<file path="config.mk">
export PLATFORM = sky130hd
export DESIGN_NAME = fp_mult_arbiter
export DESIGN_NICKNAME = d
export VERILOG_FILES = /design/src/rtl/fp_mult_arbiter.sv
export SDC_FILE = /design/constraint.sdc
export NUM_CORES = 1
export LEC_CHECK = 0
export CORE_UTILIZATION = 41
export CTS_CLUSTER_DIAMETER = 100
export DETAILED_ROUTE_END_ITERATION = 10
export PLACE_DENSITY = 0.86
export SYNTH_ARGS = -nofsm -noshare
export SYNTH_HDL_FRONTEND = slang
export SYNTH_SLANG_ARGS = --single-unit
</file>
<file path="constraint.sdc">
create_clock -name clk -period 2.1 [get_ports clk]
set_input_delay 0.42 -clock clk [delete_from_list [all_inputs] [get_ports clk]]
set_output_delay 0.42 -clock clk [all_outputs]
set_load 0.01 [all_outputs]
</file>
<file path="src/rtl/fp_mult_arbiter.sv">
// Two-requester arbiter in front of one shared combinational FP multiplier.
// Round-robin tie-break, one operation in flight, registered response with hold-until-accepted.
module fp_mult_arbiter #(
   parameter int OVF_CNT_W = 8
) (
   input  logic                 clk,
   input  logic                 rst,
   input  logic                 req0_valid,
   input  logic [31:0]          req0_a,
   input  logic [31:0]          req0_b,
   output logic                 req0_ready,
   input  logic                 req1_valid,
   input  logic [31:0]          req1_a,
   input  logic [31:0]          req1_b,
   output logic                 req1_ready,
   output logic [31:0]          mul_a,
   output logic [31:0]          mul_b,
   input  logic [31:0]          mul_result,
   input  logic                 mul_overflow,
   output logic                 resp_valid,
   output logic                 resp_id,
   output logic [31:0]          resp_result,
   output logic                 resp_overflow,
   input  logic                 resp_ready,
   output logic                 busy,
   output logic [OVF_CNT_W-1:0] ovf_count
);

   typedef enum logic [1:0] {IDLE, MUL, RESP} state_t;

   state_t               r_state;
   logic                 r_prio;
   logic                 r_owner;
   logic [31:0]          r_mul_a;
   logic [31:0]          r_mul_b;
   logic                 r_resp_valid;
   logic                 r_resp_id;
   logic [31:0]          r_resp_result;
   logic                 r_resp_overflow;
   logic [OVF_CNT_W-1:0] r_ovf_count;

   logic w_grant;
   logic w_grant_id;

   // A lone requester wins outright; the priority pointer only breaks ties.
   assign w_grant_id = (req0_valid & req1_valid) ? r_prio : req1_valid;
   assign w_grant    = (r_state == IDLE) & (req0_valid | req1_valid) & ~rst;

   assign req0_ready    = w_grant & ~w_grant_id;
   assign req1_ready    = w_grant &  w_grant_id;
   assign busy          = (r_state != IDLE) & ~rst;
   assign mul_a         = r_mul_a;
   assign mul_b         = r_mul_b;
   assign resp_valid    = r_resp_valid;
   assign resp_id       = r_resp_id;
   assign resp_result   = r_resp_result;
   assign resp_overflow = r_resp_overflow;
   assign ovf_count     = r_ovf_count;

   always_ff @(posedge clk) begin
      if (rst) begin
         r_state         <= IDLE;
         r_prio          <= 1'b0;
         r_owner         <= 1'b0;
         r_mul_a         <= '0;
         r_mul_b         <= '0;
         r_resp_valid    <= 1'b0;
         r_resp_id       <= 1'b0;
         r_resp_result   <= '0;
         r_resp_overflow <= 1'b0;
         r_ovf_count     <= '0;
      end else begin
         case (r_state)
            IDLE: begin
               if (w_grant) begin
                  r_mul_a <= w_grant_id ? req1_a : req0_a;
                  r_mul_b <= w_grant_id ? req1_b : req0_b;
                  r_owner <= w_grant_id;
                  r_state <= MUL;
               end
            end
            MUL: begin
               r_resp_result   <= mul_result;
               r_resp_overflow <= mul_overflow;
               r_resp_id       <= r_owner;
               r_resp_valid    <= 1'b1;
               r_state         <= RESP;
               if (mul_overflow && (r_ovf_count != {OVF_CNT_W{1'b1}}))
                  r_ovf_count <= r_ovf_count + 1'b1;
            end
            RESP: begin
               // The requester just served loses the next tie.
               if (resp_ready) begin
                  r_resp_valid <= 1'b0;
                  r_prio       <= ~r_owner;
                  r_state      <= IDLE;
               end
            end
            default: r_state <= IDLE;
         endcase
      end
   end

endmodule
</file>
### Yosys cells after proc, flatten, opt, wreduce, memory -nomap -nowiden

Cells that the tools add are included.

* bits in registers: 111
* bits of input ports: 166
* output and inout port bits: 110
* logic and storage cells: 43

* $add $sub $neg: 1
* equal/unequal tests: 5
* mux-type cells: 8
* bitwise operators: 10
* reduce and logical (&&, ||, !) cells: 9

Operators with widths (number)
* two-way mux 32 bit: 2
* AND reduction 2 bit: 5
* adder 8 x 1 -> 8 bit (second input constant): 1
* != test 8 bit (second input constant): 1
* bitwise AND 1 bit: 6
* one-hot mux 2 bit (3 select lines): 1
* two-way mux 2 bit: 2
* != test 2 bit (second input constant): 2
* nonzero test 2 bit: 2
* NOT 1 bit: 3
* == test 2 x 1 -> 1 bit (second input constant): 1
* == test 2 bit (second input constant): 1
* logical NOT 2 bit: 1
* two-way mux 1 bit: 2
* one-hot mux 1 bit (2 select lines): 1
* logical AND 1 bit: 1
* OR 1 bit: 1

### Logic depth before layout (Yosys ltp)

Gate-level depths: netlist of the first run.

* depth after elaboration: 5
* depth in mapped cells: 6

### Worst setup path before layout of the first run

OpenSTA, ideal clock, no wires.

* path type: input to output
* from: input port rst
* to: output port busy
* arrival: 1.192 ns
* data required time: 1.680 ns
* path slack: 0.488 ns
* stages on the path: 4
* cells stage by stage: clkbuf_1 buf_2 buf_1 nor2_1

* cells in the longest elaborated chain, start to end: 2

Ends and longest elaborated chain
* start, declared: line 7 `input logic rst,`
* NOT 1 bit: line 51 `assign busy = (r_state != IDLE) & ~rst;`
* bitwise AND 1 bit: line 51
* end, declared: line 25 `output logic busy,`

Every way passes these cells.

### Final worst setup path of the first run

* from: input port req1_valid
* to: output port req0_ready

* cells in the longest elaborated chain, start to end: 4
* elaborated cells between the ends (all ways): 7
* classes of those cells: 1 x mux; 6 x bitwise

Ends and longest elaborated chain
* start, declared: line 12 `input logic req1_valid,`
* OR 1 bit or bitwise AND 1 bit (tied branches): line 47, 46
* bitwise AND 1 bit or two-way mux 1 bit (tied branches): line 47, 46
* bitwise AND 1 bit or NOT 1 bit (tied branches): line 47, 49
* bitwise AND 1 bit (*): line 49 `assign req0_ready = w_grant & ~w_grant_id;`
* end, declared: line 11 `output logic req0_ready,`

Mark *: on every way between the ends. The rest lies on a longest branch, timed or not.

==> results of run 1 <==
==> area by class of cell <==
cell class	count	area, µm²
inverter	2	7.507
clock buffer	9	225.2
fill	794	3105
multi-input combinational	347	2258
timing repair buffer	291	2892
tap	140	175.2
sequential	111	2222
clock inverter	7	97.59
==> routing by layer <==
| metal | GRT usage (%) | routed length, µm |
|---|---|---|
| met1 | 25.29 | 5383 |
| met2 | 44.03 | 7413 |
| met3 | 8.249 | 1435 |
| met4 | 10.81 | 402 |
| met5 | 0 | 0 |
==> cell usage after synthesis <==
library cell / n
a211oi_1: 40
a211oi_2: 24
a21oi_1: 38
and3_1: 3
and3b_1: 1
buf_1: 5
buf_2: 14
buf_4: 3
buf_6: 1
buf_8: 3
clkbuf_1: 15
clkbuf_4: 1
dfxtp_1: 111
ha_1: 1
inv_1: 1
inv_2: 1
mux2_1: 1
mux2i_1: 65
nand2_1: 69
nand2b_1: 1
nand3_1: 2
nand3b_1: 1
nand4_1: 1
nor2_1: 77
nor2b_1: 3
nor3_1: 1
o211ai_1: 2
o211ai_2: 1
o21a_1: 1
o21ai_0: 3
o21ai_1: 1
o21ai_2: 1
o311ai_0: 1
o41ai_1: 1
or2_2: 2
or3_1: 1
or3b_2: 1
xnor2_1: 1
xor2_1: 3
==> stage by stage <==
step	power (W)	instance area, µm²
2_1_floorplan	0.003131	4700
3_3_place_gp	0.003932	7556
3_5_place_dp	0.003982	7556
4_1_cts	0.005798	7878
5_1_grt	0.006027	7878
6_report	0.005749	7878
==> state kept, by name, indices dropped and copies added, names as in the netlist <==
name / cells
mul_a: 32
mul_b: 32
resp_result: 32
ovf_count: 8
r_state: 2
r_owner: 1
r_prio: 1
resp_id: 1
resp_overflow: 1
resp_valid: 1
==> cell families (layout without fill, tap and decap cells) <==
| group | after synthesis | after routing | share of synthesized area (%) |
|---|---|---|---|
| AO/OA/AOI/OAI | 113 | 113 | 18.56 |
| XOR/XNOR | 4 | 4 | 0.7456 |
| adder cells (fa/ha/maj) | 1 | 1 | 0.2662 |
| buffers and inverters | 44 | 309 | 5.085 |
| flip-flops | 111 | 111 | 47.28 |
| multiplexers | 66 | 66 | 14.08 |
| AND/OR/NAND/NOR | 163 | 163 | 13.98 |
==> worst max-delay path, cell delays in order <==
cell and delay [ns]:
clkdlybuf4s50_1 0.52, buf_4 0.14, o21ai_4 0.06, and3_1 0.17, dlygate4sd2_1 0.27
==> worst max path at each step <==
stage / start / end / depth (start not counted)
final: req1_valid / req0_ready / 5
after global routing: req1_valid / req0_ready / 5
after CTS: req1_valid / req0_ready / 5
after detailed placement: req0_valid / req0_ready / 5
after global placement: req0_valid / req0_ready / 5
after floorplan: rst / busy / 4
==> where the power goes <==
| part | internal (W) | switching (W) | total, W |
|---|---|---|---|
| clock network | 0.00105 | 0.000768 | 0.00182 |
| logic | 0.000858 | 0.000655 | 0.00151 |
| registers | 0.00231 | 0.000111 | 0.00242 |
==> impl_metrics.ini, run 1 <==
[run_status]
status = finished, final reports clean

[clock_network]
numCtsBuffers = 9
cts_hold_buf = 0
post_cts_resize_count = 4
clock-sinks = 111
cts_tree = done
path_clk_slew_ns = 0.07
post_cts_buffers = 0
clockBufferDepth = 2
insertion_delay_ns = 0.34
cts_root_buf = clkbuf_16
htreeDepth = 3

[route]
drt_iter0_drc = 241
wl_per_cell_um = 16.13
drc_errors = 0
drt-vias-per-instance = 5.133
wl_mm = 14.63
first_pass_iters = 4
dr_total_vias = 4656
ant_nets = 0

[finish]
area_delta_synth_final_pct = 67.63
drive_gt1_share_pct = 8.605
final_common_cell = clkdlybuf4s50_1
final_cell_mix = 271 x clkdlybuf4s50_1, 111 x dfxtp_1, 76 x nor2_1
nets = 929
layout.cells.non_filler = 907
fin_util_pct = 71.72
diodes = 0

[global_routing]
antenna_found_initial = 0
grt_start_max_net_pins = 113
overflow = 0
track_usage_pct = 24.34
grt_pass1_wl_mm = 22.22
grt_pass1_vias = 4666

[timing]
hold_slack_ns = 0.3739
fin_crit_ns = 2.008
clock_skew_ns = 0.006241
hold_violations = 0
fin_tns_setup_ns = 0
setup-violations-final = 0
worst_pin_slew_ns = 0.7584
slew_headroom_pct = 49.44
min_period_over_period_pct = 95.62
setup_ws_ns = 0.09205
clock.fmax_mhz = 498.0
slew_viol_final = 0
rsz0062_at_grt = no

[floorplan]
dieHeight_um = 109.1
core.rowCount = 38
dieArea_um2 = 11890
die_w_um = 109.1
core_area_um2 = 10980
initial_utilization_pct = 42.79
ioPinCount = 276

[yosys]
synthCells = 502
synth.avg_cell_area_um2 = 9.362
syn_nets = 669
netlist-cell-type-count = 39
yosysTopAreaCell = dfxtp_1
yosysSeqAreaShare_pct = 47.28
synth_seq_cells = 111
netlist_area_um2 = 4700
synth_area_leaders = dfxtp_1 47%, mux2i_1 14%, a211oi_1 6.4%
synth_top_area_share_pct = 47.28
yosys_warnings = 0

[placed_design]
place_ws_ns = -0.1757
io_buffers = 275
dpl.cell_count = 891
finalWeightedCongestion = 0.7835
hpwl_mm = 11.16

[setup_path]
start_kind = primary input
critPathCaptureType = output pin
cp.required_ns = 1.68
path_class = in -> out
crit_arrival_ns = 1.59
crit-reg2reg-launch = r_state[1]$_SDFFE_PP0P_
path_max_fanout = 4
rr_worst_depth = 6
r2r-end = mul_a[5]$_SDFFE_PP0P_
reg2reg_slack_ns = 0.38

[hold_path]
hold_depth = 2
min-delay-start = rst
hold_class = in -> reg
min_to = mul_b[21]$_SDFFE_PP0P_

[power_and_ir_drop]
max-vdd-ir-drop_v = 0.0004419
p_leak_nw = 3.197
p_per_area_nw_per_um2 = 729.8

[job]
max_cap_violations = 0
No activity file was read; power rests on OpenSTA's default activity.
==> run 2, diff against run 1 <==
--- a/config.mk
+++ b/config.mk
@@ -8,6 +8,7 @@
 export CORE_UTILIZATION = 41
 export CTS_CLUSTER_DIAMETER = 100
 export DETAILED_ROUTE_END_ITERATION = 10
+export GPL_ROUTABILITY_DRIVEN = 0
 export PLACE_DENSITY = 0.86
 export SYNTH_ARGS = -nofsm -noshare
 export SYNTH_HDL_FRONTEND = slang
==> constraint.sdc (replaced) <==
create_clock -name clk -period 2.1 [get_ports clk]
set_input_delay 0.42 -clock clk [delete_from_list [all_inputs] [get_ports clk]]
set_output_delay 0.42 -clock clk [all_outputs]
set_load 0.05 [all_outputs]
==> impl_metrics.ini, run 2 (synthesized netlist as in run 1, its figures left out) <==
[run_status]
status = finished, final reports clean

[global_routing]
grt_start_max_net_pins = 67
antenna_found_initial = 0
grt_pass1_vias = 4675
track_usage_pct = 25.13
overflow = 0
gr-usage-met3_pct = 8.488
top_usage_layer = met2
grt_use_met1_pct = 23.96
grt_use_met2_pct = 48.29
grt_pass1_wl_mm = 22.78

[floorplan]
die_w_um = 109.1
core_area_um2 = 10980
core.rowCount = 38
dieHeight_um = 109.1
ioPinCount = 276
initial_utilization_pct = 42.79
dieArea_um2 = 11890

[placed_design]
io_buffers = 275
hpwl_mm = 11.67

[setup_path]
critPathSlowestCell = clkdlybuf4s50_1
path_max_fanout = 6
crit_arrival_ns = 1.62
crit_buf_inv = 1
critPathCaptureType = output pin
path_class = reg -> out
crit_chain = clkdlybuf4s50_1
critPathMaxStageDelay_ns = 0.84
path_delay_family = buffers and inverters
start_kind = flip-flop
cp.required_ns = 1.68

[power_and_ir_drop]
p_leak_nw = 3.262
internal_power_w = 0.004274
p_per_area_nw_per_um2 = 801.5
p_sw_share_pct = 33.15
p_switching_w = 0.002119
p_seq_share_pct = 37.9
pwr-share-comb_pct = 33.9
max-vdd-ir-drop_v = 0.0004804
clkPwrFrac_pct = 28.2

[clock_network]
path_clk_slew_ns = 0.07
cts_root_buf = clkbuf_16
post_cts_buffers = 0
cts_hold_buf = 0
post_cts_resize_count = 0
clock-sinks = 111
insertion_delay_ns = 0.34
numCtsBuffers = 9
htreeDepth = 3
clockBufferDepth = 2
cts_tree = done

[finish]
area_delta_synth_final_pct = 69.73
seq_area_um2 = 2222
diodes = 0
drive_gt1_share_pct = 9.103
fill_cells = 777
multi_input_area_um2 = 2263
nets = 932
final_common_cell = clkdlybuf4s50_1
final_cell_mix = 269 x clkdlybuf4s50_1, 111 x dfxtp_1, 76 x nor2_1

[route]
drt_iter0_drc = 207
drc_errors = 0
ant_nets = 0
wl_per_cell_um = 16.72
first_pass_iters = 4
drt-vias-per-instance = 5.109
dr_total_vias = 4644
wl_mm = 15.20

[timing]
fin_crit_ns = 2.037
min_period_over_period_pct = 97.01
clock.fmax_mhz = 490.9
worst_pin_slew_ns = 0.8667
rsz0062_at_grt = no
slew_viol_final = 0
slew_headroom_pct = 42.22
hold_slack_ns = 0.3406
hold_violations = 0
clock_skew_ns = 0.01039
fin_tns_setup_ns = 0
setup-violations-final = 0

[job]
max_cap_violations = 0

[hold_path]
hold_class = in -> reg
[run 2: cell types whose count changed in the layout (fill, tap and decap cells not counted), sizes merged]
cell / delta
clkinv: -3
clkinvlp: -1
dlymetal6s2s: +2
clkbuf: +3
dlygate4sd2: -3
buf: +6
clkdlybuf4s50: -2
[run 2: path summary, 6_finish.rpt]
kind / cells after the start / startpoint / end / slack [ns]
worst min register to register: 2 / resp_result[1]$_SDFFE_PP0P_ / resp_result[1]$_SDFFE_PP0P_ / 0.46
worst max-delay path: 1 / ovf_count[2]$_SDFFE_PP0P_ / ovf_count[2] / 0.06
worst min-delay path: 2 / rst / resp_result[24]$_SDFFE_PP0P_ / 0.34
worst max register to register: 5 / ovf_count[0]$_SDFFE_PP0P_ / ovf_count[1]$_SDFFE_PP0P_ / 0.52
[run 2: cell type report]
class	instances	area share (%)
Multi-Input combinational cell	347	28.38
Clock buffer	12	3.090
Inverter	2	0.09412
Tap cell	140	2.196
Sequential cell	111	27.86
Timing Repair Buffer	294	37.54
Clock inverter	3	0.8471
[run 2: power by group through the flow]
stage / combinational [W] / clock [W] / sequential (W)
finish: 0.00217 / 0.00180 / 0.00243
global route: 0.00228 / 0.00192 / 0.00245
CTS: 0.00218 / 0.00184 / 0.00242
detailed placement: 0.00217 / 0 / 0.00247
global placement: 0.00213 / 0 / 0.00246
floorplan: 0.000595 / 0 / 0.00314
[run 2: through the flow]
| step | total power (W) | cells | setup slack, ns | util [%] | instance area [µm²] |
|---|---|---|---|---|---|
| after floorplan | 0.003736 | 502 | 0.08695 | - | 4705 |
| after global placement | 0.004585 | 894 | 0.02679 | 69.66 | 7651 |
| after detailed placement | 0.004639 | 894 | 0.01721 | 69.66 | 7651 |
| after CTS | 0.006443 | 909 | 0.002005 | 72.52 | 7965 |
| after global routing | 0.006647 | 909 | 0.009427 | 72.62 | 7976 |
| final | 0.006393 | 909 | 0.06275 | 72.62 | 7976 |
[run 2: metal layers]
layer,up-vias,wire length (µm)
li1,2284,-
met1,2148,5407
met2,183,7966
met3,29,1434
met4,0,392
met5,-,0
==> run 3, diff against run 2 <==
--- a/config.mk
+++ b/config.mk
@@ -5,11 +5,11 @@
 export SDC_FILE = /design/constraint.sdc
 export NUM_CORES = 1
 export LEC_CHECK = 0
-export CORE_UTILIZATION = 41
+export CORE_UTILIZATION = 35
 export CTS_CLUSTER_DIAMETER = 100
 export DETAILED_ROUTE_END_ITERATION = 10
 export GPL_ROUTABILITY_DRIVEN = 0
-export PLACE_DENSITY = 0.86
+export PLACE_DENSITY = 0.75
 export SYNTH_ARGS = -nofsm -noshare
 export SYNTH_HDL_FRONTEND = slang
 export SYNTH_SLANG_ARGS = --single-unit
==> impl_metrics.ini, run 3 (synthesized netlist as in run 1, its figures left out) <==
[setup_path]
crit_chain = clkdlybuf4s50_1
critPathMaxStageDelay_ns = 0.84
cp.required_ns = 1.68
path_class = reg -> out
crit_start = ovf_count[3]$_SDFFE_PP0P_
crit_buf_inv = 1
path_max_fanout = 6
critPathSlowestCell = clkdlybuf4s50_1
path_delay_family = buffers and inverters
start_kind = flip-flop
crit-reg2reg-launch = r_state[1]$_SDFFE_PP0P_
crit_arrival_ns = 1.62
critPathCaptureType = output pin

[clock_network]
numCtsBuffers = 9
post_cts_buffers = 0
cts_tree = done
htreeDepth = 3
path_clk_slew_ns = 0.07
clockBufferDepth = 2
clock-sinks = 111
cts_root_buf = clkbuf_16
insertion_delay_ns = 0.35

[timing]
fin_crit_ns = 2.039
worst_pin_slew_ns = 0.5399
min_period_over_period_pct = 97.11
setup-violations-final = 0
clock.fmax_mhz = 490.4
clock_skew_ns = 0.004323
slew_viol_final = 0
hold_violations = 0
rsz0062_at_grt = no
slew_headroom_pct = 63.89
fin_tns_setup_ns = 0

[finish]
area_delta_synth_final_pct = 69.25
final_common_cell = clkdlybuf4s50_1
diodes = 0
fin_area_um2 = 7954
fin_util_pct = 61.77
final_cell_mix = 271 x clkdlybuf4s50_1, 111 x dfxtp_1, 76 x nor2_1
drive_gt1_share_pct = 8.747
fill_cells = 1075
nets = 928

[global_routing]
grt_pass1_wl_mm = 22.10
grt_use_met1_pct = 22.14
antenna_found_initial = 0
grt_start_max_net_pins = 77
gr-usage-met3_pct = 7.025
grt_pass1_vias = 4446
track_usage_pct = 20.10
overflow = 0
grt_use_met2_pct = 34.34
top_usage_layer = met2

[route]
drt-vias-per-instance = 4.826
first_pass_iters = 4
wl_mm = 14.09
ant_nets = 0
drt_iter0_drc = 187
drc_errors = 0
wl_per_cell_um = 15.02
dr_total_vias = 4527

[run_status]
status = finished, final reports clean

[floorplan]
die_w_um = 117.9
dieHeight_um = 117.9
initial_utilization_pct = 36.50
dieArea_um2 = 13890
ioPinCount = 276
core.rowCount = 41
core_area_um2 = 12880

[placed_design]
io_buffers = 275
placed_cell_area_um2 = 7636
hpwl_mm = 10.77

[power_and_ir_drop]
p_per_area_nw_per_um2 = 791.9
max-vdd-ir-drop_v = 0.0004079
p_leak_nw = 3.205

[hold_path]
min-delay-start = rst
hold_class = in -> reg

[job]
max_cap_violations = 0
==> run 3: cell types whose count changed in the layout (fill, tap and decap cells not counted), sizes merged <==
| cell | before | now |
|---|---|---|
| buf | 23 | 19 |
| dlymetal6s2s | 2 | 0 |
| bufinv | 2 | 1 |
| clkbuf | 12 | 14 |
| clkdlybuf4s50 | 269 | 271 |
==> run 3: power breakdown <==
| part | internal (W) | switching, W |
|---|---|---|
| sequential | 0.00231 | 0.000112 |
| combinational | 0.000865 | 0.00125 |
| clock | 0.00102 | 0.000741 |
| total | 0.00420 | 0.00210 |
==> run 3: area by class of cell <==
cell class	count	area, µm²	area share, %
Timing Repair Buffer	290	2934	36.89
Tap cell	172	215.2	2.706
Clock inverter	2	37.54	0.4719
Multi-Input combinational cell	347	2263	28.46
Clock buffer	14	274.0	3.445
Inverter	2	7.507	0.09438
Sequential cell	111	2222	27.94
==> run 3: final timing paths <==
path                            cells past startpoint                      endpoint  slack (ns)
worst max-delay path                                1                  ovf_count[3]        0.06
worst max register to register                      5        mul_b[25]$_SDFFE_PP0P_        0.55
worst min register to register                      2  resp_result[18]$_SDFFE_PP0P_        0.46
worst min-delay path                                2     ovf_count[7]$_SDFFE_PP0P_        0.36
==> run 3: repair_timing <==
action / CTS / global route
setup endpoints to repair: 0 / 1
hold buffers: 0 / 0
endpoints found under the hold margin: 0 / 0
resized for setup: 0 / 2
==> run 3: stage by stage <==
stage | total power, W | worst slack (ns) | hold slack (ns) | instances
2_1_floorplan | 0.003736 | 0.08695 | 0.4455 | 502
3_3_place_gp | 0.004550 | 0.04325 | 0.4403 | 922
3_5_place_dp | 0.004591 | 0.002242 | 0.4461 | 922
4_1_cts | 0.006375 | 0.01236 | 0.3464 | 938
5_1_grt | 0.006588 | 0.009787 | 0.3696 | 938
6_report | 0.006299 | 0.06071 | 0.3594 | 938
==> run 3: per-layer routing <==
layer	vias up	share of wire, %	wire length [µm]
li1	2273	-	-
met1	2033	41	5724
met2	201	48	6780
met3	20	8.9	1248
met4	0	2.4	335
met5	-	0	0
